**config.mk**
```make
export PLATFORM = sky130hd
export DESIGN_NAME = uart_chip_emu_flat
export DESIGN_NICKNAME = d
export VERILOG_FILES = /design/src/rtl/uart_chip_emu_if.sv /design/src/rtl/uart_chip_emu.sv /design/src/flat_wrapper.sv
export SDC_FILE = /design/constraint.sdc
export NUM_CORES = 1
export LEC_CHECK = 0
export ABC_CLOCK_PERIOD_IN_PS = 2340
export BUFFER_PORTS_ARGS = -buffer_cell sky130_fd_sc_hd__buf_2
export CAP_MARGIN = 15
export CORE_MARGIN = 2
export CORE_UTILIZATION = 45
export CTS_BUF_LIST = sky130_fd_sc_hd__clkbuf_8 sky130_fd_sc_hd__clkbuf_16
export DETAILED_ROUTE_END_ITERATION = 8
export SKIP_LAST_GASP = 1
export SYNTH_ARGS = -nofsm -noshare
export SYNTH_HDL_FRONTEND = slang
export SYNTH_SLANG_ARGS = --single-unit
```
**constraint.sdc**
```tcl
create_clock -name clk -period 2.34 [get_ports clk]
set_input_delay 0.234 -clock clk [delete_from_list [all_inputs] [get_ports clk]]
set_output_delay 0.234 -clock clk [all_outputs]
set_load 0.005 [all_outputs]
```
**src/rtl/uart_chip_emu_if.sv**
```systemverilog
// Parallel strobe bus between the CPU-side UART controller (master) and the
// soft UART device (slave); mirrors the external UART chip's pinout.
interface uart_chip_emu_if;
    logic       wrn;
    logic       rdn;
    logic [7:0] uart_din;
    logic [7:0] uart_dout;
    logic       uart_doe;
    logic       data_ready;
    logic       tbre;
    logic       tsre;

    modport master (
        output wrn, rdn, uart_din,
        input  uart_dout, uart_doe, data_ready, tbre, tsre
    );

    modport slave (
        input  wrn, rdn, uart_din,
        output uart_dout, uart_doe, data_ready, tbre, tsre
    );
endinterface

```
**src/rtl/uart_chip_emu.sv**
```systemverilog
// Soft 8N1 UART answering the external UART chip's rdn/wrn strobe protocol.
// Define UART_LOOPBACK_EN to feed the TX bit into RX internally (txd held high).
module uart_chip_emu #(
    parameter int CLKS_PER_BIT = 96
) (
    input  logic            clk,
    input  logic            rst,
    uart_chip_emu_if.slave  bus,
    output logic            rx_overrun,
    output logic            frame_err,
    input  logic            rxd,
    output logic            txd
);
    localparam int CNT_W = $clog2(CLKS_PER_BIT);
    localparam logic [CNT_W-1:0] BIT_LAST  = CNT_W'(CLKS_PER_BIT - 1);
    localparam logic [CNT_W-1:0] HALF_LAST = CNT_W'(CLKS_PER_BIT / 2 - 1);

    typedef enum logic [1:0] {TX_IDLE, TX_START, TX_DATA, TX_STOP} tx_state_t;
    typedef enum logic [1:0] {RX_IDLE, RX_START, RX_DATA, RX_STOP} rx_state_t;

    tx_state_t        tx_state;
    rx_state_t        rx_state;
    logic             wrn_q, rdn_q, wr_edge, rd_end, tx_load;
    logic [7:0]       thr, tx_shift, rbr, rx_shift;
    logic             tbre, tsre, data_ready, tx_bit;
    logic [CNT_W-1:0] tx_cnt, rx_cnt;
    logic [3:0]       tx_idx, rx_idx;
    logic             rx_src, rx_meta, rxs;

    assign wr_edge = wrn_q & ~bus.wrn;
    assign rd_end  = ~rdn_q & bus.rdn;

    assign bus.uart_doe   = ~bus.rdn & ~rst;
    assign bus.uart_dout  = rbr;
    assign bus.data_ready = data_ready;
    assign bus.tbre       = tbre;
    assign bus.tsre       = tsre;

`ifdef UART_LOOPBACK_EN
    logic unused_rxd;
    assign unused_rxd = rxd;
    assign rx_src     = tx_bit;
    assign txd        = 1'b1;
`else
    assign rx_src = rxd;
    assign txd    = tx_bit;
`endif

    // Reloading on the last stop cycle gives gap-free back-to-back frames
    assign tx_load = ~tbre & ((tx_state == TX_IDLE) ||
                              (tx_state == TX_STOP && tx_cnt == BIT_LAST));

    always_ff @(posedge clk) begin
        if (rst) begin
            wrn_q    <= 1'b1;
            thr      <= '0;
            tx_shift <= '0;
            tbre     <= 1'b1;
            tsre     <= 1'b1;
            tx_bit   <= 1'b1;
            tx_cnt   <= '0;
            tx_idx   <= '0;
            tx_state <= TX_IDLE;
        end else begin
            wrn_q <= bus.wrn;
            if (wr_edge && tbre) begin
                thr  <= bus.uart_din;
                tbre <= 1'b0;
            end
            if (tx_load) begin
                tx_shift <= thr;
                tbre     <= 1'b1;
                tsre     <= 1'b0;
                tx_bit   <= 1'b0;
                tx_cnt   <= '0;
                tx_state <= TX_START;
            end else if (tx_state != TX_IDLE) begin
                if (tx_cnt != BIT_LAST) begin
                    tx_cnt <= tx_cnt + 1'b1;
                end else begin
                    tx_cnt <= '0;
                    case (tx_state)
                        TX_START: begin
                            tx_idx   <= '0;
                            tx_bit   <= tx_shift[0];
                            tx_state <= TX_DATA;
                        end
                        TX_DATA: begin
                            if (tx_idx == 4'd7) begin
                                tx_bit   <= 1'b1;
                                tx_state <= TX_STOP;
                            end else begin
                                tx_idx   <= tx_idx + 1'b1;
                                tx_shift <= tx_shift >> 1;
                                tx_bit   <= tx_shift[1];
                            end
                        end
                        default: begin
                            tsre     <= 1'b1;
                            tx_state <= TX_IDLE;
                        end
                    endcase
                end
            end
        end
    end

    // Synchronizer resets high so reset release never looks like a start bit
    always_ff @(posedge clk) begin
        if (rst) begin
            rdn_q      <= 1'b1;
            rx_meta    <= 1'b1;
            rxs        <= 1'b1;
            rx_shift   <= '0;
            rbr        <= '0;
            data_ready <= 1'b0;
            rx_overrun <= 1'b0;
            frame_err  <= 1'b0;
            rx_cnt     <= '0;
            rx_idx     <= '0;
            rx_state   <= RX_IDLE;
        end else begin
            rdn_q     <= bus.rdn;
            rx_meta   <= rx_src;
            rxs       <= rx_meta;
            frame_err <= 1'b0;
            if (rd_end) begin
                data_ready <= 1'b0;
                rx_overrun <= 1'b0;
            end
            case (rx_state)
                RX_IDLE: begin
                    rx_cnt <= '0;
                    if (!rxs) rx_state <= RX_START;
                end
                RX_START: begin
                    if (rx_cnt == HALF_LAST) begin
                        rx_cnt   <= '0;
                        rx_idx   <= '0;
                        rx_state <= rxs ? RX_IDLE : RX_DATA;
                    end else begin
                        rx_cnt <= rx_cnt + 1'b1;
                    end
                end
                RX_DATA: begin
                    if (rx_cnt == BIT_LAST) begin
                        rx_cnt   <= '0;
                        rx_shift <= {rxs, rx_shift[7:1]};
                        if (rx_idx == 4'd7) rx_state <= RX_STOP;
                        else                rx_idx   <= rx_idx + 1'b1;
                    end else begin
                        rx_cnt <= rx_cnt + 1'b1;
                    end
                end
                default: begin
                    if (rx_cnt == BIT_LAST) begin
                        rx_cnt   <= '0;
                        rx_state <= RX_IDLE;
                        if (rxs) begin
                            rbr        <= rx_shift;
                            data_ready <= 1'b1;
                            if (data_ready && !rd_end) rx_overrun <= 1'b1;
                        end else begin
                            frame_err <= 1'b1;
                        end
                    end else begin
                        rx_cnt <= rx_cnt + 1'b1;
                    end
                end
            endcase
        end
    end
endmodule

```
**src/flat_wrapper.sv**
```systemverilog
// flat-port wrapper written by rule: the top's interface ports become plain ports
module uart_chip_emu_flat 
#(
    parameter int CLKS_PER_BIT = 96
)
  (clk, rst, rx_overrun, frame_err, rxd, txd, bus_wrn, bus_rdn, bus_uart_din, bus_uart_dout, bus_uart_doe, bus_data_ready, bus_tbre, bus_tsre);
  uart_chip_emu_if bus_i ();
  input  logic clk;
  input  logic rst;
  output logic rx_overrun;
  output logic frame_err;
  input  logic rxd;
  output logic txd;
  input wire logic [$bits(bus_i.wrn)-1:0] bus_wrn;
  input wire logic [$bits(bus_i.rdn)-1:0] bus_rdn;
  input wire logic [$bits(bus_i.uart_din)-1:0] bus_uart_din;
  output wire logic [$bits(bus_i.uart_dout)-1:0] bus_uart_dout;
  output wire logic [$bits(bus_i.uart_doe)-1:0] bus_uart_doe;
  output wire logic [$bits(bus_i.data_ready)-1:0] bus_data_ready;
  output wire logic [$bits(bus_i.tbre)-1:0] bus_tbre;
  output wire logic [$bits(bus_i.tsre)-1:0] bus_tsre;
  assign bus_i.wrn = bus_wrn;
  assign bus_i.rdn = bus_rdn;
  assign bus_i.uart_din = bus_uart_din;
  assign bus_uart_dout = bus_i.uart_dout;
  assign bus_uart_doe = bus_i.uart_doe;
  assign bus_data_ready = bus_i.data_ready;
  assign bus_tbre = bus_i.tbre;
  assign bus_tsre = bus_i.tsre;
  uart_chip_emu #(.CLKS_PER_BIT(CLKS_PER_BIT)) u_core (.clk(clk), .rst(rst), .bus(bus_i), .rx_overrun(rx_overrun), .frame_err(frame_err), .rxd(rxd), .txd(txd));
endmodule
```
==> results by group <==
Outcome
  – Status: finished clean

Power
  – Power Density: ~740 mW/mm²
  – Switch Pwr: 0.5728 mW
  – Clock power frac: 0.467
  – Largest vdd supply drop: ~340 µV
  – Internal: ~2 mW
  – Leakage: 1.496 nW
  – Sw Share: 0.2255
  – Seq pwr share: 0.478
  – Gate power share: 0.055

Route
  – Via count: around 2200
  – M1 wire length: 2783 µm
  – Drt pass-1 iters: 4
  – Total wire length: 5590 µm
  – Wirelength per Cell: between 10 and 15 µm
  – DR DRC count: 0
  – Met2 Routed Length: 2495 µm
  – Initial DRC Count: 65
  – Highest Signal Layer: met4
  – Routed vias/inst: 5.228
  – Met3 WL: 198 µm
  – Antenna-violating nets left: 0

Clock tree
  – Worst-skew pair later-pin latency: between 0.3 and 0.4 ns
  – CTS tree: done
  – Clk buf depth: 2
  – H-Tree Depth: 3
  – Post-CTS Setup Bufs: 0
  – CTS root buf: clkbuf_8
  – Reg clk slew, reported paths: 0.07 ns
  – Hold Buf Count CTS: 0
  – # clock sinks: 68
  – Cts bufs inserted: 9
  – CTS-repair resized insts: 0

Timing
  – Hold Worst Slack: around 0.066 ns
  – Post-route clock period utilization: 0.8238
  – Final Hold Vio Count: 0
  – Worst-Margin Slew: 0.5476 ns
  – Slew HR: 0.6339
  – Minimum clock period: 1.928 ns
  – RSZ-0062 raised after global routing: false
  – Setup Viol. Count Final: 0
  – FMAX: 0.5188 GHz
  – Slew Viols, Final: 0
  – Fin Clk Skew: 0.003668 ns
  – Setup TNS: 0 ns

Yosys
  – Area of the mapped netlist: between 0.003 and 0.004 mm²
  – FFs w/ async S/R, synth: 0
  – Synthesized netlist cell count: 320
  – Multiplexer share of the synthesized area: 0.1157
  – Top_reg_cell synth: dfxtp_1
  – Sequential-to-total area share from yosys stat: 0.4494
  – Synth Area in XOR/XNOR: 0.02602
  – EDFF count, synth: 0
  – #FFs+latches synth: 68
  – Synth Area in Compound Gates: 0.1206
  – Synth top cells by count: dfxtp_1 (68), nor2_1 (41), mux2i_1 (35), a21oi_1 (20), o21ai_0 (16)
  – Synthesized Nets: 342
  – YS warnings: 0
  – Largest area contributor in the netlist: dfxtp_1
  – Dominant cell by count in the synthesized netlist: dfxtp_1
  – Post-synth top area share: 0.4494
  – Adder-cell share of the synthesized area: 0.03717
  – Simple-Gate Fraction of Synth Area: 0.2065
  – Mean area per synthesized cell: 9.466 µm²
  – Netlist cell types: 51
  – Main combinational cell family by area after synthesis: simple AND/OR/NAND/NOR gates
  – Area contributors post-synth: dfxtp_1 (45%), mux2i_1 (12%), nor2_1 (5.1%)

Place
  – Post-DP HPWL: 3854 µm
  – IO Port Bufs: 27
  – Final Wtd Congestion: about 0.75

Critical path
  – Buffers and inverters on the worst path: 0
  – CP required: 2.58 ns
  – WP data arrival: 2.16 ns
  – CP max-delay cell: nand3_1
  – FF-to-FF Start: u_core.rx_cnt[0]$_SDFF_PP0_
  – Critical path type: flop to flop
  – Setup crit start kind: flop
  – CP Capture Type: flop
  – Crit-path cells: ha_1 > and4_1 > nand3_1 > o21ai_0 > a21oi_1
  – Critical path fanouts, max: 9
  – Worst r2r path cells: 5
  – Top delay family on crit path: simple AND/OR/NAND/NOR gates
  – R2r endpoint: u_core.rx_idx[3]$_SDFFE_PP0P_
  – Reg2Reg Setup Slack: 0.41 ns
  – CP peak stage delay: around 0.46 ns

Floorplanning
  – DIE HEIGHT: 86.05 µm
  – Starting density of the core: 0.4717
  – Die Wd: approximately 86 µm
  – I/O pin count: 28
  – Core area: 0.006422 mm²
  – Num rows: 29
  – Die area: 0.007404 mm²

Final layout
  – Nets: 366
  – Storage element area: 0.001361 mm²
  – Share of cells above drive strength 1: 0.1691
  – N_diodes: 0
  – Footprint of the multi-input gates: 0.001533 mm²
  – P&R area growth vs syn: 13.18%
  – Fillers: ~600

GRT
  – First-pass GRT wire length: roughly 10000 µm
  – Largest net degree at the start of global routing: 38
  – Vias in the first global route: ~2300
  – Tot GR Track Use: 0.1729
  – Initial antenna violation count: 0
  – GR Overflow Total: 0

Worst hold path
  – Min-delay src: rxd
  – Worst hold endpoint: u_core.rx_meta$_SDFF_PP1_
  – Hold WC Path Type: input port to flop
  – Min-Delay Path Depth: 2

Flow run
  – MaxCap Viol Count: 0
==> worst register-to-register path: stages, from the launching register on <==
cell and delay, ns:
dfxtp_1 0.36, ha_1 0.20, and4_1 0.42, nand3_1 0.46
o21ai_0 0.29, a21oi_1 0.08
==> stage by stage <==
step	setup WS (ns)	std cells	area, µm²	utilization	power (mW)
final	0.4124	426	3428	0.5338	2.540
after floorplan	0.6484	320	3029	-	1.342
after global routing	0.1951	426	3428	0.5338	2.649
after global placement	0.4575	410	3182	0.4954	1.381
after CTS	0.3925	426	3428	0.5338	2.571
after detailed placement	0.4189	410	3182	0.4954	1.383
==> cell usage in the layout (no fill, tap or decap), types with 7 or more instances in the layout <==
cell,synthesis,routed
a21oi_1,20,20
buf_2,3,27
clkbuf_8,0,9
dfxtp_1,68,68
ha_1,9,9
inv_1,11,11
mux2i_1,35,35
nand2_1,14,14
nand3_1,13,13
nor2_1,41,41
nor3_1,7,7
o21ai_0,16,16
==> worst max path at each step <==
stage | startpoint | to | cells past startpoint
global route | u_core.tx_state[0]$_SDFFE_PP0P_ | u_core.tx_idx[1]$_SDFFE_PP0P_ | 6
detailed placement | u_core.tx_state[0]$_SDFFE_PP0P_ | u_core.tx_shift[4]$_SDFFE_PP0P_ | 6
CTS | u_core.tx_state[0]$_SDFFE_PP0P_ | u_core.tx_shift[1]$_SDFFE_PP0P_ | 6
finish | u_core.rx_cnt[0]$_SDFF_PP0_ | u_core.rx_idx[3]$_SDFFE_PP0P_ | 5
global placement | u_core.rx_cnt[0]$_SDFF_PP0_ | u_core.rx_idx[3]$_SDFFE_PP0P_ | 5
floorplan | u_core.tx_state[0]$_SDFFE_PP0P_ | u_core.tx_shift[0]$_SDFFE_PP0P_ | 7
==> power groups by stage <==
| stage | registers, mW | clock network, mW | logic (mW) |
|---|---|---|---|
| after floorplan | 1.24 | 0 | 0.105 |
| final | 1.21 | 1.19 | 0.139 |
| after CTS | 1.22 | 1.21 | 0.142 |
| after global placement | 1.24 | 0 | 0.139 |
| after detailed placement | 1.24 | 0 | 0.141 |
| after global routing | 1.22 | 1.27 | 0.159 |
==> flip-flops by register name, indices dropped and copies added (netlist names), 2 cells and up <==
register	cells
u_core.tx_idx	4
u_core.rx_cnt	7
u_core.rx_shift	8
u_core.tx_cnt	7
u_core.bus.uart_dout	8
u_core.thr	8
u_core.tx_shift	8
u_core.tx_state	2
u_core.rx_state	2
u_core.rx_idx	4
==> logic make-up after synthesis <==
family / after synthesis
and+or+nand+nor: 118
DFF: 68
AOI/OAI and AO/OA: 54
muxes: 35
buffers and inverters: 27
xor gates and xnor gates: 9
adders and majority gates: 9
==> layer usage <==
layer  track usage  vias to the layer above
li1              -                     1172
met1        0.2121                     1011
met2        0.2734                       35
met3       0.05101                        9
met4       0.09091                        0
met5             0                        -
==> cell type report <==
type | count | area share
Inverter | 11 | 0.01204
Clock buffer | 9 | 0.03613
Clock inverter | 7 | 0.03577
Tap cell | 77 | 0.02810
Sequential cell | 68 | 0.3971
Multi-Input combinational cell | 225 | 0.4471
Timing Repair Buffer | 29 | 0.04380
Note: power is estimated with default switching activity, not from simulation.
